--- src/rtl/fpu_pipe.sv ---
// fpu_pipe: 3-stage pipelined ADD/SUB/MULT on a {sign, exp, mantis} float format with a pass-through tag.
// Define FPU_ROUND_NEAREST_EN for round-to-nearest-even; the default build truncates toward zero.
module fpu_pipe #(
    parameter int EXP_W  = 5,
    parameter int MANT_W = 10,
    parameter int TAG_W  = 4
) (
    input  logic                  clk,
    input  logic                  rst,
    input  logic                  in_valid,
    output logic                  in_ready,
    input  logic [1:0]            in_op,
    input  logic [EXP_W+MANT_W:0] in_a,
    input  logic [EXP_W+MANT_W:0] in_b,
    input  logic [TAG_W-1:0]      in_tag,
    output logic                  out_valid,
    input  logic                  out_ready,
    output logic [EXP_W+MANT_W:0] out_res,
    output logic [TAG_W-1:0]      out_tag
);
    localparam int FW  = 1 + EXP_W + MANT_W;
    localparam int XW  = MANT_W + 3;          // mantissa + guard, round, sticky
    localparam int SW  = XW + 1;              // add/sub result including carry
    localparam int WM  = 2 * MANT_W + 4;      // common magnitude width for both paths
    localparam int LZW = $clog2(WM) + 1;
    localparam int IEW = EXP_W + LZW + 3;     // internal exponent, wide enough for any intermediate

    localparam logic signed [IEW-1:0] EMAX = IEW'(2 ** (EXP_W - 1) - 1);
    localparam logic signed [IEW-1:0] EMIN = IEW'(-(2 ** (EXP_W - 1)));

    typedef enum logic [1:0] {
        OP_ADD = 2'd0,
        OP_MUL = 2'd1,
        OP_SUB = 2'd2,
        OP_RSV = 2'd3
    } op_e;

    function automatic logic [LZW-1:0] lzc(input logic [WM-1:0] v);
        logic [LZW-1:0] n;
        n = '0;
        for (int i = 0; i < WM; i++) begin
            if (v[i]) n = LZW'(WM - 1 - i);
        end
        return n;
    endfunction

    logic adv;
    assign adv      = !out_valid || out_ready;
    assign in_ready = adv;

    // ---------------- S1: decode, pre-normalise, compare, multiply ----------------
    logic                  a_s, b_s, a_big, is_mul;
    logic [MANT_W-1:0]     a_m, b_m, a_n, b_n;
    logic signed [IEW-1:0] a_e, b_e, a_x, b_x;
    logic [LZW-1:0]        a_lz, b_lz;

    // NOTE: combinational blocks use blocking '=' and assign every output first, so no latch is inferred.
    always_comb begin
        is_mul = (op_e'(in_op) == OP_MUL);
        a_s    = in_a[FW-1];
        b_s    = in_b[FW-1] ^ (op_e'(in_op) == OP_SUB);
        a_m    = in_a[MANT_W-1:0];
        b_m    = in_b[MANT_W-1:0];
        a_e    = IEW'($signed(in_a[MANT_W +: EXP_W]));
        b_e    = IEW'($signed(in_b[MANT_W +: EXP_W]));
        a_lz   = lzc({a_m, {(WM-MANT_W){1'b0}}});
        b_lz   = lzc({b_m, {(WM-MANT_W){1'b0}}});
        a_n    = a_m << a_lz;
        b_n    = b_m << b_lz;
        a_x    = a_e - IEW'(a_lz);
        b_x    = b_e - IEW'(b_lz);
        a_big  = (a_m != '0) &&
                 ((b_m == '0) || (a_x > b_x) || ((a_x == b_x) && (a_n >= b_n)));
    end

    logic                  s1_v, s1_mul, s1_sub, s1_sign;
    logic [TAG_W-1:0]      s1_tag;
    logic signed [IEW-1:0] s1_exp;
    logic [IEW-1:0]        s1_diff;
    logic [MANT_W-1:0]     s1_big, s1_small;
    logic [2*MANT_W-1:0]   s1_prod;

    // NOTE: data registers are reset along with the valid bits; it is cheap here and keeps out_res defined.
    always_ff @(posedge clk or posedge rst) begin
        if (rst) begin
            s1_v     <= 1'b0;
            s1_tag   <= '0;
            s1_mul   <= 1'b0;
            s1_sub   <= 1'b0;
            s1_sign  <= 1'b0;
            s1_exp   <= '0;
            s1_diff  <= '0;
            s1_big   <= '0;
            s1_small <= '0;
            s1_prod  <= '0;
        end else if (adv) begin
            s1_v     <= in_valid;
            s1_tag   <= in_tag;
            s1_mul   <= is_mul;
            s1_sub   <= a_s ^ b_s;
            s1_sign  <= (is_mul || a_big) ? (is_mul ? (a_s ^ b_s) : a_s) : b_s;
            s1_exp   <= is_mul ? (a_e + b_e) : (a_big ? a_x : b_x);
            s1_diff  <= (a_m == '0 || b_m == '0) ? '0 : (a_big ? a_x - b_x : b_x - a_x);
            s1_big   <= a_big ? a_n : b_n;
            s1_small <= a_big ? b_n : a_n;
            s1_prod  <= {{MANT_W{1'b0}}, a_m} * {{MANT_W{1'b0}}, b_m};
        end
    end

    // ---------------- S2: align, add/subtract, leading-one detect ----------------
    logic [XW-1:0]         ext_sm, al_sm, lost_mask;
    logic [SW-1:0]         sum;
    logic [WM-1:0]         mag;
    logic signed [IEW-1:0] mag_exp;

    always_comb begin
        ext_sm    = {s1_small, 3'b000};
        lost_mask = ~({XW{1'b1}} << s1_diff);
        if (s1_diff > IEW'(MANT_W + 2)) begin
            al_sm = {{(XW-1){1'b0}}, |s1_small};
        end else begin
            al_sm = (ext_sm >> s1_diff) | {{(XW-1){1'b0}}, |(ext_sm & lost_mask)};
        end
        sum = s1_sub ? ({1'b0, s1_big, 3'b000} - {1'b0, al_sm})
                     : ({1'b0, s1_big, 3'b000} + {1'b0, al_sm});
        // Both paths land in one magnitude where value = mag * 2^(mag_exp - WM).
        if (s1_mul) begin
            mag     = {s1_prod, 4'b0000};
            mag_exp = s1_exp;
        end else begin
            mag     = {sum, {(WM-SW){1'b0}}};
            mag_exp = s1_exp + IEW'(1);
        end
    end

    logic                  s2_v, s2_sign;
    logic [TAG_W-1:0]      s2_tag;
    logic [WM-1:0]         s2_mag;
    logic signed [IEW-1:0] s2_exp;
    logic [LZW-1:0]        s2_lz;

    always_ff @(posedge clk or posedge rst) begin
        if (rst) begin
            s2_v    <= 1'b0;
            s2_tag  <= '0;
            s2_sign <= 1'b0;
            s2_mag  <= '0;
            s2_exp  <= '0;
            s2_lz   <= '0;
        end else if (adv) begin
            s2_v    <= s1_v;
            s2_tag  <= s1_tag;
            s2_sign <= s1_sign;
            s2_mag  <= mag;
            s2_exp  <= mag_exp;
            s2_lz   <= lzc(mag);
        end
    end

    // ---------------- S3: normalise, round, saturate/flush ----------------
    logic signed [IEW-1:0] exp_n, exp_f;
    logic [MANT_W-1:0]     mant_f;
    logic [FW-1:0]         res;
`ifdef FPU_ROUND_NEAREST_EN
    logic [WM-1:0]         norm;
    logic [MANT_W-1:0]     mant_n;
    logic [MANT_W:0]       mant_r;
    logic                  rnd_up;
`endif

    always_comb begin
        exp_n = s2_exp - IEW'(s2_lz);
`ifdef FPU_ROUND_NEAREST_EN
        norm   = s2_mag << s2_lz;
        mant_n = norm[WM-1 -: MANT_W];
        rnd_up = norm[WM-MANT_W-1] & ((|norm[WM-MANT_W-2:0]) | mant_n[0]);
        mant_r = {1'b0, mant_n} + {{MANT_W{1'b0}}, rnd_up};
        if (mant_r[MANT_W]) begin
            mant_f = {1'b1, {(MANT_W-1){1'b0}}};
            exp_f  = exp_n + IEW'(1);
        end else begin
            mant_f = mant_r[MANT_W-1:0];
            exp_f  = exp_n;
        end
`else
        mant_f = MANT_W'((s2_mag << s2_lz) >> (WM - MANT_W));
        exp_f  = exp_n;
`endif
        if (s2_mag == '0 || exp_f < EMIN) begin
            res = '0;
        end else if (exp_f > EMAX) begin
            res = {s2_sign, EMAX[EXP_W-1:0], {MANT_W{1'b1}}};
        end else begin
            res = {s2_sign, exp_f[EXP_W-1:0], mant_f};
        end
    end

    always_ff @(posedge clk or posedge rst) begin
        if (rst) begin
            out_valid <= 1'b0;
            out_res   <= '0;
            out_tag   <= '0;
        end else if (adv) begin
            out_valid <= s2_v;
            out_res   <= res;
            out_tag   <= s2_tag;
        end
    end

endmodule

--- config.mk ---
export PLATFORM = sky130hd
export DESIGN_NAME = fpu_pipe
export DESIGN_NICKNAME = d
export VERILOG_FILES = /design/src/rtl/fpu_pipe.sv
export SDC_FILE = /design/constraint.sdc
export NUM_CORES = 1
export LEC_CHECK = 0
export ABC_CLOCK_PERIOD_IN_PS = 5300
export BUFFER_PORTS_ARGS = -buffer_cell sky130_fd_sc_hd__buf_2
export CAP_MARGIN = 20
export CORE_UTILIZATION = 25
export CTS_CLUSTER_DIAMETER = 30
export CTS_CLUSTER_SIZE = 28
export DETAILED_ROUTE_END_ITERATION = 6
export PLACE_DENSITY = 0.41
export RECOVER_POWER = 25
export SKIP_LAST_GASP = 1
export SLEW_MARGIN = 20
export SYNTH_ARGS = -nofsm -noshare
export SYNTH_HDL_FRONTEND = slang
export SYNTH_SLANG_ARGS = --single-unit
--- constraint.sdc ---
create_clock -name clk -period 5.3 [get_ports clk]
set_input_delay 0.265 -clock clk [delete_from_list [all_inputs] [get_ports clk]]
set_output_delay 0.265 -clock clk [all_outputs]
set_load 0.02 [all_outputs]
; After elaboration in Yosys (flattened, before gate mapping)
; Index checks and enable logic that the tools add are counted.
[totals]
reg_bits = 147
in_bits = 42
out_inout_bits = 22
wordCells = 120
[classes]
add_sub_neg = 9
mul = 1
magnitude_cmp = 5
eq_ne = 3
n_shift = 5
muxes = 58
bitwise = 5
n_reduce_logical = 15
[op_table]
columns = cell, n
row1 = 2-to-1 mux 6 bit, 40
row2 = 2-to-1 mux 14 bit, 6
row3 = zero test 24 bit, 1
row4 = 2-to-1 mux 24 bit, 1
row5 = << shifter 24 x 6 -> 24 bit, 1
row6 = zero test 10 bit, 2
row7 = multiplier 10 x 10 -> 20 bit, 1
row8 = 2-to-1 mux 10 bit, 2
row9 = << shifter 10 x 6 -> 10 bit, 2
row10 = subtractor 8 x 8 -> 9 bit, 2
row11 = 2-to-1 mux 16 bit, 1
row12 = subtractor 5 x 7 -> 8 bit, 2
row13 = 2-to-1 mux 15 bit, 1
row14 = adder 13 x 13 -> 14 bit, 1
row15 = adder 14 x 2 -> 14 bit (second input constant), 1
row16 = greater-than comparator 14 x 4 -> 1 bit (second input constant), 1
row17 = greater-than comparator 14 x 5 -> 1 bit (second input constant), 1
row18 = less-than comparator 14 x 5 -> 1 bit (second input constant), 1
row19 = << shifter 13 x 14 -> 13 bit (first input constant), 1
row20 = right shift 13 x 14 -> 13 bit, 1
row21 = subtractor 13 x 13 -> 14 bit, 1
row22 = subtractor 14 x 6 -> 14 bit, 1
row23 = bitwise AND 13 bit, 1
row24 = 2-to-1 mux 13 bit, 1
row25 = other kinds (18), 28

; Depth between registers and ports, before layout
; Gate-level depths: netlist of run 1.
[logic_depth]
depth_word = 33
mapped_depth = 28
depth_no_buf = 24

; Worst setup path before layout of run 1
; No wires, ideal clock.
[synth_path]
kind = input-to-reg
from = in in_b[9]
to = reg s1_prod[19]
setup_time_ps = 137
t_arrival_ps = 5189
required_time_ps = 5163
setup_slack_ps = -26
stages = 19
path_buffers = 2
cell_sequence = clkbuf_1 clkbuf_1 nand2_1 fa_1 fa_1 inv_1 fa_1 fa_1 fa_1 ha_1 a21o_1 a21o_1 a22o_1 nor2_1 a21o_1 o21ai_0 o41ai_1 xnor2_1 a21oi_1
[synth_via]
elab_chain_cells = 1
[synth_lines]
columns = element, line_no
row1 = "start, declared", 14  ; input logic [EXP_W+MANT_W:0] in_b,
row2 = multiplier 10 x 10 -> 20 bit, 106  ; s1_prod <= {{MANT_W{1'b0}}, a_m} * {{MANT_W{1'b0}}, b_m};
row3 = "end signal, assigned", 106
row4 = "end, declared", 81  ; logic [2*MANT_W-1:0] s1_prod;
; No other way between the ends.
; A chain may end at the register's enable or synchronous reset.

; Worst setup path in the final report of run 1
[layout_path]
from = reg s1_diff[7]
to = reg s2_lz[3]
[layout_via]
elab_chain_cells = 23
elab_cells_between_ends = 26
classes_between = add/sub: 2 / order compare: 1 / shift: 2 / mux: 17 / bitwise: 3 / reduce/logical: 1
[layout_lines]
columns = element, line_no
row1 = "start, declared", 79  ; logic [IEW-1:0] s1_diff;
row2 = "start signal, assigned", 103  ; s1_diff <= (a_m == '0 || b_m == '0) ? '0 : (a_big ? a_x - b_x : b_x - a_x);
row3 = << shifter 13 x 14 -> 13 bit, 118  ; lost_mask = ~({XW{1'b1}} << s1_diff);
row4 = inverter 13 bit, 118
row5 = bitwise AND 13 bit, 122  ; al_sm = (ext_sm >> s1_diff) | {{(XW-1){1'b0}}, |(ext_sm & lost_mask)};
row6 = OR reduction 13 bit, 122
row7 = bitwise OR 13 x 1 -> 13 bit, 122
row8 = 2-to-1 mux 13 bit *, 119  ; if (s1_diff > IEW'(MANT_W + 2)) begin
row9 = adder 13 x 13 -> 14 bit or subtractor 13 x 13 -> 14 bit (tied branches), "125, 124"
row10 = 2-to-1 mux 14 bit *, 124  ; sum = s1_sub ? ({1'b0, s1_big, 3'b000} - {1'b0, al_sm})
row11 = 2-to-1 mux 24 bit *, 127  ; if (s1_mul) begin
row12 = 2-to-1 mux 6 bit (13 in a row), 42  ; if (v[i]) n = LZW'(WM - 1 - i);
row13 = 2-to-1 mux 6 bit *, 42
row14 = "end signal, assigned", 156  ; s2_lz <= lzc(mag);
row15 = "end, declared", 140  ; logic [LZW-1:0] s2_lz;
; Every way passes the cells marked *; elsewhere a longest branch is shown, timed or not.

==> results of run 1 <==
[timing repair]
action / in CTS / in global routing
endpoints found under the setup margin: 0 / 1
hold buffers: 2 / 0
resized for setup: 0 / 1
endpoints found under the hold margin: 2 / 0
[registers in the layout, indices dropped and copies added, names as in the netlist, 4 cells and up]
name,cells
s1_big,10
s1_tag,4
s2_lz,5
s2_mag,20
s1_prod,20
out_res,16
s2_tag,4
s1_small,10
out_tag,4
s1_exp,8
s1_diff,9
s2_exp,14
[worst max path at each step]
stage | startpoint | endpoint | depth (start not counted)
floorplan | in_a[1] | s1_prod[19] | 19
global placement | in_b[3] | s1_prod[16] | 20
detailed placement | in_b[3] | s1_prod[16] | 20
CTS | s1_diff[7] | s2_lz[3] | 13
global route | s1_diff[7] | s2_lz[3] | 15
finish | s1_diff[7] | s2_lz[3] | 13
[cell usage in the layout (no fill, tap or decap), types with 8 or more instances in the layout]
cell | synthesis | final
and2_1 | 42 | 42
nand2_1 | 279 | 279
dfrtp_1 | 131 | 131
clkbuf_16 | 0 | 17
nand3_1 | 30 | 30
ha_1 | 121 | 121
a31oi_1 | 12 | 12
o21bai_1 | 12 | 12
buf_2 | 2 | 63
a21o_1 | 23 | 23
or3_1 | 9 | 9
nor2b_1 | 33 | 32
a21oi_1 | 115 | 115
mux4_2 | 12 | 12
nand4_1 | 10 | 10
inv_1 | 153 | 152
nand2b_1 | 19 | 19
o31ai_1 | 10 | 9
nor2_1 | 130 | 130
or2_2 | 11 | 11
a211oi_1 | 27 | 27
mux2i_1 | 49 | 49
o211ai_1 | 15 | 15
a221oi_1 | 8 | 8
buf_4 | 0 | 61
fa_1 | 69 | 69
nor3_1 | 24 | 24
mux2_2 | 25 | 25
nor4_1 | 21 | 21
o22ai_1 | 13 | 13
xor2_1 | 23 | 23
xnor2_1 | 26 | 26
o21ai_0 | 116 | 116
[cells by family after synthesis]
| family | share of synthesized area, % |
|---|---|
| multiplexers | 7.33 |
| AO/OA/AOI/OAI | 18.2 |
| adder cells (fa/ha/maj) | 20.4 |
| XOR/XNOR | 3.02 |
| flip-flops | 23.1 |
| buffers and inverters | 6.99 |
| AND/OR/NAND/NOR | 21.0 |
[through the flow]
step / instance area (um^2) / worst slack, ps / hold WS (ps)
after floorplan: 14200 / -4.02 / 377
after global placement: 15600 / 88.1 / 444
after detailed placement: 15600 / 109 / 455
after CTS: 16200 / 278 / 5.60
after global routing: 16200 / 12.1 / 15.1
final: 16200 / 187 / 26.1
[routing by layer]
| metal | track usage (%) | part of all wire (%) | vias to the layer above |
|---|---|---|---|
| met5 | 0 | 0 | - |
| met4 | 3.73 | 1.4 | 0 |
| met3 | 1.68 | 2.5 | 34 |
| met2 | 25.2 | 46 | 175 |
| met1 | 21.6 | 50 | 5986 |
| li1 | - | - | 6193 |
[cell type report]
| type | instances | share of cell area (%) |
|---|---|---|
| flip-flops and latches | 131 | 20.3 |
| well taps | 756 | 5.84 |
| repair buffers | 127 | 5.02 |
| multi-input cells | 1379 | 61.5 |
| clock buffers | 18 | 2.71 |
| clock inverters | 14 | 0.974 |
| inverters | 158 | 3.67 |
[worst max-delay path, delay by kind of cell, from the launching register on]
| family | cells | cell delay (ps) |
|---|---|---|
| flip-flops | 1 | 390 |
| AO/OA/AOI/OAI | 6 | 1720 |
| adder cells (fa/ha/maj) | 1 | 420 |
| AND/OR/NAND/NOR | 5 | 2260 |
| XOR/XNOR | 1 | 210 |
[power by group]
| group | leakage (nW) | total [mW] | switching [mW] | internal (mW) |
|---|---|---|---|---|
| clock | 0.285 | 1.22 | 0.542 | 0.681 |
| combinational | 5.61 | 4.65 | 2.72 | 1.93 |
| sequential | 1.57 | 1.91 | 0.485 | 1.42 |
| total | 7.46 | 7.78 | 3.74 | 4.04 |
==> impl_results.md, run 1 <==
- First-pass GRT wire length: 69600 um
- Hold Fails Final Rpt: 0
- Status: finished with violations
- Peak Freq: 196 MHz
- CTS tree: done
- Worst-Skew Late Latency: 440 ps
- Count leader, synth: nand2_1
- Crit Path Max Fanout: 7
- Ant diodes: 0
- H-tree lvl count: 4
- Yosys warning total: 0
- Multi-input gate area: 0.00996 mm^2
- Post-synthesis cell area: 0.0142 mm^2
- Largest area contributor in the netlist: dfrtp_1
- Port Buf Inserts: 63
- Total GRT Usage: 15.4%
- Layout area overhead: 13.9%
- Rel. slew slack: -138%
- Clk sink count: 131
- Post-route insts no fill: 2583
- Count of cell types in the netlist: 78
- Reg2Reg Depth: 13
- Top post-synthesis cells by area: dfrtp_1 (23%), ha_1 (11%), fa_1 (9.7%), nand2_1 (7.4%), o21ai_0 (4.1%)
- Die ar.: 0.0578 mm^2
- WP data arrival: 5440 ps
- Largest net degree at the start of global routing: 89
- Total wire length: 43000 um
- Post-synth EDFFs: 0
- Dpl hpwl: 33900 um
- Final Setup Violations: 0
- Reg clk slew, reported paths: 70 ps
- # rows: 87
- CTS root buf: clkbuf_16
- CTS Buf Count: 17
- Hold Path Class: input pin to flop
- Pleak: 7.46 nW
- Fraction of registers with async set/reset: 100%
- Design Power: 7.78 mW
- Worst hold start: in_tag[1]
- DR vias/cell: 4.80
- Hold Crit Depth: 3
- Vias in the first global route: 12400
- Failing checks: capacitance limit, slew limit
- WL per Instance: 16.7 um
- Finished Core Util: 28.8%
- Top_reg_cell synth: dfrtp_1
- Critical Path Source Type: flop
- Post-synthesis sequential area ratio: 23.1%
- Reg2reg start: s1_diff[7]
- Crit-path cells: or4_4, or2_0, or3_1, ha_1, a221oi_1, o41ai_1, o211ai_1, xnor2_1, o21ai_0, o31ai_1, nor3b_2, or3b_1, o32ai_1
- Die X: 240 um
- Post-route ant nets: 0
- CP max stage delay: 620 ps
- Unrepaired setup endpoints after global routing: no
- Synthesis-stage register bit count: 131
- Clk buf depth: 2
- # Post-CTS Setup Buffers: 0
- Final Wtd Congestion: 0.822
- DRT Pass-1 Iters: 4
- Pwr/cell area: 481 mW/mm^2
- RR Endpoint: s2_lz[3]
- DRC Markers: 0
- Peak VDD IR: 0.243 mV
- Layout cells sized above 1: 12.0%
- Slack of the worst reg-to-reg path: 190 ps
- Hold EP: s1_tag[1]
- DP Cell Count: 2549
- Slowest library cell on the worst path: or4_4
- Fillers: 6093
- Fin crit period: 5110 ps
- CP required: 5630 ps
- Cells after Synth: 1770
- Critical path class: flop to flop
- Initial DRC count: 701
- Commonest cells in the netlist: nand2_1 (279), inv_1 (153), dfrtp_1 (131)
- Seq. cell area: 0.00328 mm^2
- Via count: 12400
- I/O pin total: 64
- Max Cap Violations: 1
- Core box area: 0.0563 mm^2
- Clock skew: 9.90 ps
- Antenna violations before repair: 0
- GRT Residual Overflow: 0
- Endpoint class of the critical path: flop
- Yosys top cell area share: 23.1%
- Nets: 2046
- Synthesized Nets: 2002
- Final slew viol count: 89
- Actual slew at the worst max-slew pin: 3560 ps
- Post-Syn Area per Cell: 8.03 um^2
- Die H: 240 um
- Initial Util: 25.3%
- Fin crit share: 96.5%
- Setup tns final: 0 ps
Power figures use the tool's default switching activity.
==> run 2, diff against run 1 <==
--- a/config.mk
+++ b/config.mk
@@ -6,13 +6,12 @@
 export NUM_CORES = 1
 export LEC_CHECK = 0
 export ABC_CLOCK_PERIOD_IN_PS = 5300
-export BUFFER_PORTS_ARGS = -buffer_cell sky130_fd_sc_hd__buf_2
 export CAP_MARGIN = 20
 export CORE_UTILIZATION = 25
 export CTS_CLUSTER_DIAMETER = 30
 export CTS_CLUSTER_SIZE = 28
 export DETAILED_ROUTE_END_ITERATION = 6
-export PLACE_DENSITY = 0.41
+export DONT_BUFFER_PORTS = 1
 export RECOVER_POWER = 25
 export SKIP_LAST_GASP = 1
 export SLEW_MARGIN = 20
==> run 2 against run 1 <==
The run still ends with capacitance limit, slew limit left. Core utilization fell by 0.99 points. Clock power barely moved. Sequential power rose by 7%. Cell area fell by 3.4%. Wire length fell by 6.0%. Final cell count fell by 3.7%. Combinational power fell by 8.4%. Die area did not move. First-iteration DRC count rose by 31%. Worst hold slack improved by 12 ps. Register-to-register slack improved by 190 ps. Sequential share of layout area rose by 0.72 points. Largest power group unchanged. Highest routed layer unchanged.
==> impl_results.md, run 2 (synthesis gave the netlist of run 1 again) <==
- Die X: 240 um (unchanged)
- Pleak: 7.04 nW (-5.6%)
- Internal power: 3.93 mW (-2.5%)
- Peak VDD IR: 0.241 mV (-0.52%)
- Reg2Reg Depth: 13 (unchanged)
- Actual slew at the worst max-slew pin: 2710 ps (-856 ps)
- Status: finished with violations
- I/O pin total: 64 (unchanged)
- # Post-CTS Setup Buffers: 0 (unchanged)
- Ant diodes: 0 (unchanged)
- Dpl hpwl: 31700 um (-6.5%)
- WP data arrival: 5250 ps (-190 ps)
- Final Setup Violations: 0 (unchanged)
- Cell Area, Placed: 0.0150 mm^2 (-3.8%)
- Vias in the first global route: 12000 (-2.6%)
- Nets: 1950 (-4.7%)
- First-pass GRT wire length: 66000 um (-5.3%)
- Rel. slew slack: -81.5% (+56 points)
- Critical Path Source Type: flop
- CTS Buf Count: 17 (unchanged)
- DR vias/cell: 4.94 (+3.0%)
- Clk buf depth: 2 (unchanged)
- Initial Util: 25.3% (unchanged)
- Peak Freq: 203 MHz (+3.8%)
- Largest net degree at the start of global routing: 89 (unchanged)
- WL per Instance: 16.3 um (-2.4%)
- Antenna violations before repair: 0 (unchanged)
- Die H: 240 um (unchanged)
- Unrepaired setup endpoints after global routing: no
- Failing checks: capacitance limit, slew limit
- Top flop regs: s1_prod (20), s2_mag (20), out_res (16)
- DRC Markers: 0 (unchanged)
- Finished Core Util: 27.8% (-0.99 points)
- Crit Path Max Fanout: 7 (unchanged)
- CTS root buf: clkbuf_16
- Final Wtd Congestion: 0.871 (+5.9%)
- Hold Crit Depth: 2 (-1)
- Slack of the worst reg-to-reg path: 380 ps (+190 ps)
- Total GRT Usage: 14.4% (-1.0 points)
- Switching share of power: 47.5% (-0.59 points)
- Gate power share: 56.8% (-3.0 points)
- Post-route ant nets: 0 (unchanged)
- H-tree lvl count: 4 (unchanged)
- Layout cells sized above 1: 7.05% (-4.9 points)
- Fin crit share: 92.9% (-3.6 points)
- Pwr/cell area: 480 mW/mm^2 (-0.19%)
- Most frequent cells in the layout: nand2_1 (279), inv_1 (151), dfrtp_1 (131)
- Post-route insts no fill: 2487 (-3.7%)
- Fin crit period: 4920 ps (-189 ps)
- Total wire length: 40400 um (-6.0%)
- Finished Cell Area: 0.0156 mm^2 (-3.4%)
- Endpoint class of the critical path: flop
- Final slew viol count: 61 (-31%)
- Critical path class: flop to flop
- Port Buf Inserts: 0 (-100%)
- Layout area overhead: 9.93%
- CTS tree: done
- DRT Pass-1 Iters: 6 (+2)
- Initial DRC count: 920 (+31%)
- # rows: 87 (unchanged)
- Most common cell after layout, fill and taps aside: nand2_1
- Via count: 12300 (-0.85%)
- Hold Fails Final Rpt: 0 (unchanged)
- Die ar.: 0.0578 mm^2 (unchanged)
- Hold Path Class: input pin to flop
- GRT Residual Overflow: 0 (unchanged)
- Reg clk slew, reported paths: 60 ps (about the same)
- Clock share of power: 16.0% (+0.3 points)
- Max Cap Violations: 1 (unchanged)
- Sequential Power Share: 27.3% (+2.8 points)
- Core box area: 0.0563 mm^2 (unchanged)
- Worst-Skew Late Latency: 440 ps (about the same)
- NetSw: 3.56 mW (-4.8%)
- Clock skew: 10.3 ps (+0.353 ps)
- DP Cell Count: 2449 (-3.9%)
- Clk sink count: 131 (unchanged)
- Design Power: 7.50 mW (-3.6%)
- CP required: 5630 ps (about the same)
run 2: cell type report:
cell class                 instances  area, um^2
sequential                       131        3280
fill                            6027       40600
inverter                         158         596
clock buffer                      18         439
tap                              756         946
clock inverter                    14         151
multi-input combinational       1379        9970
timing repair buffer              31         248
run 2: worst max-delay path: stages (launching register included):
cell,delay [ps]
dfrtp_1,380
or4_4,600
or2_0,400
or3_1,450
ha_1,410
a221oi_1,160
o41ai_1,470
o211ai_1,200
xnor2_1,180
o21ai_0,130
o31ai_1,410
nor3b_2,280
or3b_1,440
o32ai_1,300
run 2: final timing paths:
kind / start / endpoint
min in group asynchronous: rst / s1_exp[4]
max in group asynchronous: rst / s1_sign
min: in_a[0] / s1_prod[0]
min reg2reg: s2_v / s2_v
max reg2reg: s1_diff[7] / s2_lz[4]
max: s1_diff[7] / s2_lz[4]
run 2: power groups by stage:
stage | Combinational (mW) | Clock (mW) | Sequential, mW
after floorplan | 3.42 | 0 | 1.80
after global placement | 4.17 | 0 | 2.05
after detailed placement | 4.24 | 0 | 2.06
after CTS | 4.27 | 1.23 | 2.05
after global routing | 4.82 | 1.27 | 2.12
final | 4.26 | 1.20 | 2.04
run 2: what timing repair did:
action	4_1_cts	5_1_grt
gates resized for setup	0	0
hold buffers	6	0
endpoints found under the hold margin	64	0
run 2: per-stage QoR:
stage	setup TNS, ps	setup slack (ps)	hold slack (ps)
3_5_place_dp	0	236	248
2_1_floorplan	-4.02	-4.02	377
4_1_cts	0	419	32.3
5_1_grt	0	7.43	45.3
6_report	0	376	37.9
3_3_place_gp	0	262	243
run 2: per-layer routing:
layer	vias to the layer above	wire, um	track usage [%]
met4	0	592	3.47
li1	5977	-	-
met5	-	0	0
met3	38	2190	2.76
met2	314	18700	23.6
met1	5954	18900	19.3
